==> config.mk <==
export PLATFORM = sky130hd
export DESIGN_NAME = board_shift_tx
export DESIGN_NICKNAME = d
export VERILOG_FILES = /design/src/rtl/connect4_pkg.sv /design/src/rtl/board_shift_tx.sv
export SDC_FILE = /design/constraint.sdc
export NUM_CORES = 1
export LEC_CHECK = 0
export ABC_AREA = 1
export CORE_MARGIN = 2
export CORE_UTILIZATION = 59
export CTS_BUF_LIST = sky130_fd_sc_hd__clkbuf_4
export DETAILED_ROUTE_END_ITERATION = 8
export GPL_TIMING_DRIVEN = 0
export PLACE_DENSITY = 0.82
export SETUP_SLACK_MARGIN = 0.4
export SLEW_MARGIN = 20
export SYNTH_ARGS = -nofsm -noshare
export SYNTH_HDL_FRONTEND = slang
export SYNTH_SLANG_ARGS = --single-unit
export TNS_END_PERCENT = 30
==> constraint.sdc <==
create_clock -name clk -period 2 [get_ports clk]
set_clock_uncertainty 0.15 [all_clocks]
set_input_delay 0.4 -clock clk [delete_from_list [all_inputs] [get_ports clk]]
set_output_delay 0.4 -clock clk [all_outputs]
set_load 0.01 [all_outputs]
==> src/rtl/connect4_pkg.sv <==
// Shared connect-4 definitions: transmit FSM state encoding and board/frame geometry,
// used by the board-display, game FSM and serial transmit blocks.
package connect4_pkg;

  localparam int BOARD_CELLS = 16;
  localparam int FRAME_BITS  = 2 * BOARD_CELLS;

  typedef enum logic [2:0] {
    ST_IDLE  = 3'd0,
    ST_LOAD  = 3'd1,
    ST_SHIFT = 3'd2,
    ST_LATCH = 3'd3,
    ST_DONE  = 3'd4
  } tx_state_e;

  typedef logic [FRAME_BITS-1:0] frame_t;

  // Owner mask occupies the upper half so it leaves the shift chain first.
  function automatic frame_t pack_frame(input logic [BOARD_CELLS-1:0] owner,
                                        input logic [BOARD_CELLS-1:0] occupied);
    return {owner, occupied};
  endfunction

endpackage

==> src/rtl/board_shift_tx.sv <==
// Serialises the 32-bit board frame {player_cells, gameboard} MSB first into an external
// shift-register chain (ser_data/ser_clk) and strobes its storage register (ser_latch).
module board_shift_tx
  import connect4_pkg::*;
#(
  parameter int unsigned CLK_DIV = 4  // clk cycles per ser_clk half-period, 1..255
) (
  input  logic                   clk,
  input  logic                   reset,
  input  logic [BOARD_CELLS-1:0] gameboard,
  input  logic [BOARD_CELLS-1:0] player_cells,
  input  logic                   send,
  input  logic                   auto_en,
  output logic                   busy,
  output logic                   done,
  output logic                   ser_data,
  output logic                   ser_clk,
  output logic                   ser_latch
);

  localparam logic [7:0] DIV_LAST = 8'(CLK_DIV - 1);
  localparam logic [5:0] BIT_LAST = 6'(FRAME_BITS - 1);

  tx_state_e  state_q, state_d;
  logic [7:0] div_q, div_d;
  logic [5:0] bit_q, bit_d;
  logic       phase_q, phase_d;  // 0: ser_clk low half, 1: ser_clk high half
  frame_t     shreg_q, shreg_d;
  frame_t     last_sent_q, last_sent_d;
  logic       pending_q, pending_d;

  logic busy_q, busy_d;
  logic done_q, done_d;
  logic ser_data_q, ser_data_d;
  logic ser_clk_q, ser_clk_d;
  logic ser_latch_q, ser_latch_d;

  frame_t frame_now;
  logic   div_wrap;
  logic   board_changed;

  assign frame_now     = pack_frame(player_cells, gameboard);
  assign div_wrap      = (div_q == DIV_LAST);
  assign board_changed = (frame_now != last_sent_q);

  // NOTE: every register here is updated with <= so all of them sample the same
  // pre-edge values; a blocking = would let later statements see half-updated state.
  always_ff @(posedge clk or negedge reset) begin
    if (!reset) begin
      state_q     <= ST_IDLE;
      div_q       <= '0;
      bit_q       <= '0;
      phase_q     <= 1'b0;
      shreg_q     <= '0;
      last_sent_q <= '0;
      pending_q   <= 1'b0;
      busy_q      <= 1'b0;
      done_q      <= 1'b0;
      ser_data_q  <= 1'b0;
      ser_clk_q   <= 1'b0;
      ser_latch_q <= 1'b0;
    end else begin
      state_q     <= state_d;
      div_q       <= div_d;
      bit_q       <= bit_d;
      phase_q     <= phase_d;
      shreg_q     <= shreg_d;
      last_sent_q <= last_sent_d;
      pending_q   <= pending_d;
      busy_q      <= busy_d;
      done_q      <= done_d;
      ser_data_q  <= ser_data_d;
      ser_clk_q   <= ser_clk_d;
      ser_latch_q <= ser_latch_d;
    end
  end

  // NOTE: each variable gets a hold default before the case so no path leaves it
  // unassigned, which would otherwise infer a latch.
  always_comb begin
    state_d     = state_q;
    div_d       = div_q;
    bit_d       = bit_q;
    phase_d     = phase_q;
    shreg_d     = shreg_q;
    last_sent_d = last_sent_q;
    pending_d   = pending_q;

    if (send && (state_q != ST_IDLE)) begin
      pending_d = 1'b1;
    end
    if (auto_en && board_changed && ((state_q == ST_IDLE) || (state_q == ST_DONE))) begin
      pending_d = 1'b1;
    end

    unique case (state_q)
      ST_IDLE: begin
        if (send || pending_q) begin
          state_d = ST_LOAD;
        end
      end

      // The snapshot taken here satisfies any request that arrives alongside it.
      ST_LOAD: begin
        shreg_d     = frame_now;
        last_sent_d = frame_now;
        pending_d   = 1'b0;
        div_d       = '0;
        bit_d       = '0;
        phase_d     = 1'b0;
        state_d     = ST_SHIFT;
      end

      ST_SHIFT: begin
        div_d = div_wrap ? 8'd0 : div_q + 8'd1;
        if (div_wrap) begin
          phase_d = ~phase_q;
          // Advance only after the high half, so new data lands at the start of a low half.
          if (phase_q) begin
            shreg_d = {shreg_q[FRAME_BITS-2:0], 1'b0};
            if (bit_q == BIT_LAST) begin
              bit_d   = '0;
              state_d = ST_LATCH;
            end else begin
              bit_d = bit_q + 6'd1;
            end
          end
        end
      end

      ST_LATCH: begin
        div_d = div_wrap ? 8'd0 : div_q + 8'd1;
        if (div_wrap) begin
          state_d = ST_DONE;
        end
      end

      ST_DONE: begin
        state_d = pending_q ? ST_LOAD : ST_IDLE;
      end

      default: begin
        state_d = ST_IDLE;
      end
    endcase
  end

  // Outputs are decoded from next-state values and registered, so they line up with state_q.
  always_comb begin
    busy_d      = (state_d != ST_IDLE);
    done_d      = (state_d == ST_DONE);
    ser_clk_d   = (state_d == ST_SHIFT) && phase_d;
    ser_latch_d = (state_d == ST_LATCH);
    ser_data_d  = (state_d == ST_SHIFT) ? shreg_d[FRAME_BITS-1] : 1'b0;
  end

  assign busy      = busy_q;
  assign done      = done_q;
  assign ser_data  = ser_data_q;
  assign ser_clk   = ser_clk_q;
  assign ser_latch = ser_latch_q;

endmodule

==> results.py <==
metrics = {
    "logic_synthesis": {
        "post_syn_nets": 550,
        "post_synth_inst_count": 512,
        "postSynth.asyncResetShare_pct": 100.0,
        "post_synth_num_cell_types": 30,
        "yosysWarnings": 0,
        "synth_area_um2": 4219,
        "synth-seq-area-share_pct": 52.19,
        "synth.avg_cell_area_um2": 8.240,
        "synth-main-ff-cell": "sky130_fd_sc_hd__dfrtp_1",
        "netlist.top_cell.by_area": "sky130_fd_sc_hd__dfrtp_1",
        "synth_top_cells_by_area": "sky130_fd_sc_hd__dfrtp_1, sky130_fd_sc_hd__nand2_1, sky130_fd_sc_hd__nand3_1, sky130_fd_sc_hd__xnor2_1, sky130_fd_sc_hd__inv_1",
        "synth_top_area_share_pct": 52.19,
        "synth-edff-count": 0,
        "ys_ff_latch": 88,
    },
    "worst_setup_path": {
        "slowest_delay_ps": 390,
        "ff2ff_setup_slack_ps": 240,
        "timing.critical_path.max_delay_family": "simple AND/OR/NAND/NOR gates",
        "criticalPathCategory": "reg -> reg",
        "highest_delay_cell_along_the_critical_path": "sky130_fd_sc_hd__dfrtp_1",
        "cp.arrival_ps": 1930,
        "worstPathRequired_ps": 2170,
        "crit_buf_inv": 1,
        "crit_path_cell_trace": "ha_2 -> nor3b_2 -> nand2_2 -> a21oi_4 -> nand2_4 -> buf_6 -> nand2_1 -> nand3_1",
        "setup.worst_path.end_class": "flip-flop",
        "start_kind": "flip-flop",
        "timing.critical_path.fanout_max": 10,
    },
    "finish": {
        "stdcell_count": 676,
        "syn2layout_area_growth_pct": 19.60,
        "drive_gt1_share_pct": 12.93,
        "insertedDiodeCount": 0,
        "filler_cell_count": 520,
        "layout_net_count": 613,
        "fin_area_um2": 5046,
        "fin_util_pct": 73.46,
    },
    "global_routing": {
        "grt_pass1_wl_um": 15470,
        "use_met3_pct": 3.825,
        "grt_antenna_before_repair": 0,
        "grt.met1_usage_pct": 33.11,
        "maximum_number_of_pins_on_one_net_before_global_route_repair": 47,
        "most_crowded_layer_after_global_routing": "met2",
        "number_of_global_route_vias_before_repair": 3528,
        "track_usage_pct": 25.85,
        "met2_resource_use_gr_pct": 43.81,
        "globalRouteOverflowTotal": 0,
    },
    "sta": {
        "hold_violations": 0,
        "grt_setup_unrepaired": "true",
        "max_freq_mhz": 569.3,
        "worst-slew-pin-transition_ps": 566.6,
        "fin_crit_sh_pct": 87.83,
        "minimum_period_implied_by_the_final_worst_setup_slack_ps": 1757,
        "hold_ws_ps": 330.1,
        "final_critical_path_setup_slack_ps": 243.4,
        "setup_viol": 0,
        "maxSlewViolCount": 0,
        "worst_slew_margin_rel_pct": 62.23,
    },
    "floorplanning": {
        "core_area_um2": 6869,
        "pin_count": 41,
        "die-area_um2": 7844,
        "rows": 30,
        "initial_utilization_pct": 61.42,
        "width_of_the_die_um": 88.57,
        "die_height_um": 88.57,
    },
    "run": {
        "max_cap_violations": 0,
    },
    "cts": {
        "clk_latency_ps": 430,
        "cts_sinks": 88,
        "clock_tree.root_cell": "sky130_fd_sc_hd__clkbuf_4",
        "tritoncts.num_buffers": 9,
        "htree_levels": 3,
        "cts_tree": "done",
        "clock_path_buffers": 2,
        "worst_setup_hold_path_clk_slew_ps": 140,
    },
    "placement": {
        "port_buffers": 40,
        "place.detailed.hpwl_um": 6392,
        "place_worst_setup_slack_ps": 49.83,
        "numPlacedInstances": 649,
        "gp_routability_congestion": 0.8050,
        "post_dp_cell_area_um2": 4776,
    },
    "power_and_ir_drop": {
        "vdd_ir_drop_max_uv": 399.5,
        "leakage_nw": 2.529,
        "power_per_cell_area_nw_per_um2": 649.4,
    },
    "route": {
        "drc": 0,
        "first_pass_iteration_count_of_the_detailed_router": 5,
        "final_wl_um": 9024,
        "vias": 3593,
        "drt_iter0_drc": 267,
        "avgViaCountPerCell": 5.315,
        "final_antenna_net_count": 0,
        "wl_per_cell_um": 13.35,
    },
    "run_status": {
        "status": "finished, final reports clean",
    },
    "min_path": {
        "holdCritPathClass": "in -> async",
    },
}
[cell type report]
type | count | area (µm²) | share of cell area (%)
Sequential cell | 88 | 2203 | 43.66
Multi-Input combinational cell | 362 | 1769 | 35.06
Timing Repair Buffer | 52 | 504.2 | 9.993
Inverter | 46 | 172.7 | 3.422
Tap cell | 96 | 120.1 | 2.380
Buffer | 16 | 112.6 | 2.232
Clock buffer | 11 | 82.58 | 1.636
Clock inverter | 5 | 81.33 | 1.612
[timing repair]
item / CTS / global route
setup endpoints to repair: 84 / 80
hold buffers: 1 / 0
setup buffers: 8 / 2
pin swaps: 3 / 0
resized for setup: 17 / 1
endpoints found under the hold margin: 42 / 0
[logic make-up after synthesis]
kind of cell	Yosys count	share of synthesized area, %
adder cells (fa/ha/maj)	2	0.5930
AND/OR/NAND/NOR	303	30.87
AO/OA/AOI/OAI	32	4.745
buffers and inverters	62	6.405
flip-flops	88	52.19
XOR/XNOR	25	5.190
[state kept, by name (all words and copies together) (netlist names)]
| name | cells |
|---|---|
| div_q | 8 |
| last_sent_q | 32 |
| done | 1 |
| bit_q | 6 |
| phase_q | 1 |
| ser_data | 1 |
| ser_latch | 1 |
| ser_clk | 1 |
| pending_q | 1 |
| state_q | 3 |
| shreg_q | 32 |
| busy | 1 |
[worst reg2reg max path, delay by kind of cell (launching register included)]
| family | cells | cell delay (ps) |
|---|---|---|
| buffers and inverters | 1 | 150 |
| adders and majority gates | 1 | 200 |
| and+or+nand+nor | 5 | 570 |
| AOI/OAI and AO/OA | 1 | 190 |
| DFF | 1 | 390 |
[stage by stage]
step           TNS (ps)  power [W]
6_report              0   0.003277
5_1_grt               0   0.003416
4_1_cts               0   0.003298
3_5_place_dp          0   0.002177
3_3_place_gp    -244640   0.002159
2_1_floorplan         0   0.002021
[per-layer routing]
layer  vias to the layer above  share of wire (%)
li1                       1759                  -
met3                        19                5.6
met4                         0                1.9
met5                         -                  0
met2                       118                 49
met1                      1697                 44
[synth_stat cells, drive strengths merged (3+ instances only)]
library cell    n
nand4           5
or2             3
nor3            6
dfrtp          88
a21oi           6
nand3          67
xnor2          24
inv            46
o21ai          22
nand2         189
buf            10
nor2           30
clkbuf          6
[where the power goes]
part | internal [W] | switching, W | total, W | leakage (nW)
Clock | 0.000536 | 0.000599 | 0.00114 | 0.0871
Sequential | 0.00184 | 0.0000366 | 0.00188 | 1.07
Combinational | 0.000138 | 0.000128 | 0.000266 | 1.38
Total | 0.00251 | 0.000764 | 0.00328 | 2.53
[worst paths after layout]
| path | start | end | cells after the start |
|---|---|---|---|
| worst min register to register | shreg_q[0]$_DFFE_PN0P_ | shreg_q[0]$_DFFE_PN0P_ | 2 |
| min in group clk | shreg_q[0]$_DFFE_PN0P_ | shreg_q[0]$_DFFE_PN0P_ | 2 |
| worst max-delay path | div_q[0]$_DFFE_PN0P_ | shreg_q[5]$_DFFE_PN0P_ | 8 |
| worst min-delay path | reset | div_q[2]$_DFFE_PN0P_ | 2 |
| max in group asynchronous | reset | shreg_q[26]$_DFFE_PN0P_ | 3 |
| worst max register to register | div_q[0]$_DFFE_PN0P_ | shreg_q[5]$_DFFE_PN0P_ | 8 |
[cells in the final DEF, fill, tap and decap left out, types with 2 or more instances in the layout]
cell type and instances:
sky130_fd_sc_hd__nor2_1 28, sky130_fd_sc_hd__dfrtp_1 87, sky130_fd_sc_hd__inv_1 38, sky130_fd_sc_hd__nand4_1 5, sky130_fd_sc_hd__clkbuf_2 3, sky130_fd_sc_hd__or2_2 3
sky130_fd_sc_hd__clkbuf_1 3, sky130_fd_sc_hd__bufinv_16 2, sky130_fd_sc_hd__dlygate4sd2_1 5, sky130_fd_sc_hd__clkdlybuf4s50_1 34, sky130_fd_sc_hd__nor3_1 4, sky130_fd_sc_hd__nand2_2 8
sky130_fd_sc_hd__clkbuf_4 11, sky130_fd_sc_hd__o21ai_0 17, sky130_fd_sc_hd__o21ai_2 5, sky130_fd_sc_hd__nand3_1 66, sky130_fd_sc_hd__xnor2_1 24, sky130_fd_sc_hd__nand2_1 180
sky130_fd_sc_hd__buf_6 3, sky130_fd_sc_hd__inv_2 8, sky130_fd_sc_hd__a21oi_1 5, sky130_fd_sc_hd__buf_2 3, sky130_fd_sc_hd__buf_4 14
No activity file was read; power rests on OpenSTA's default activity.
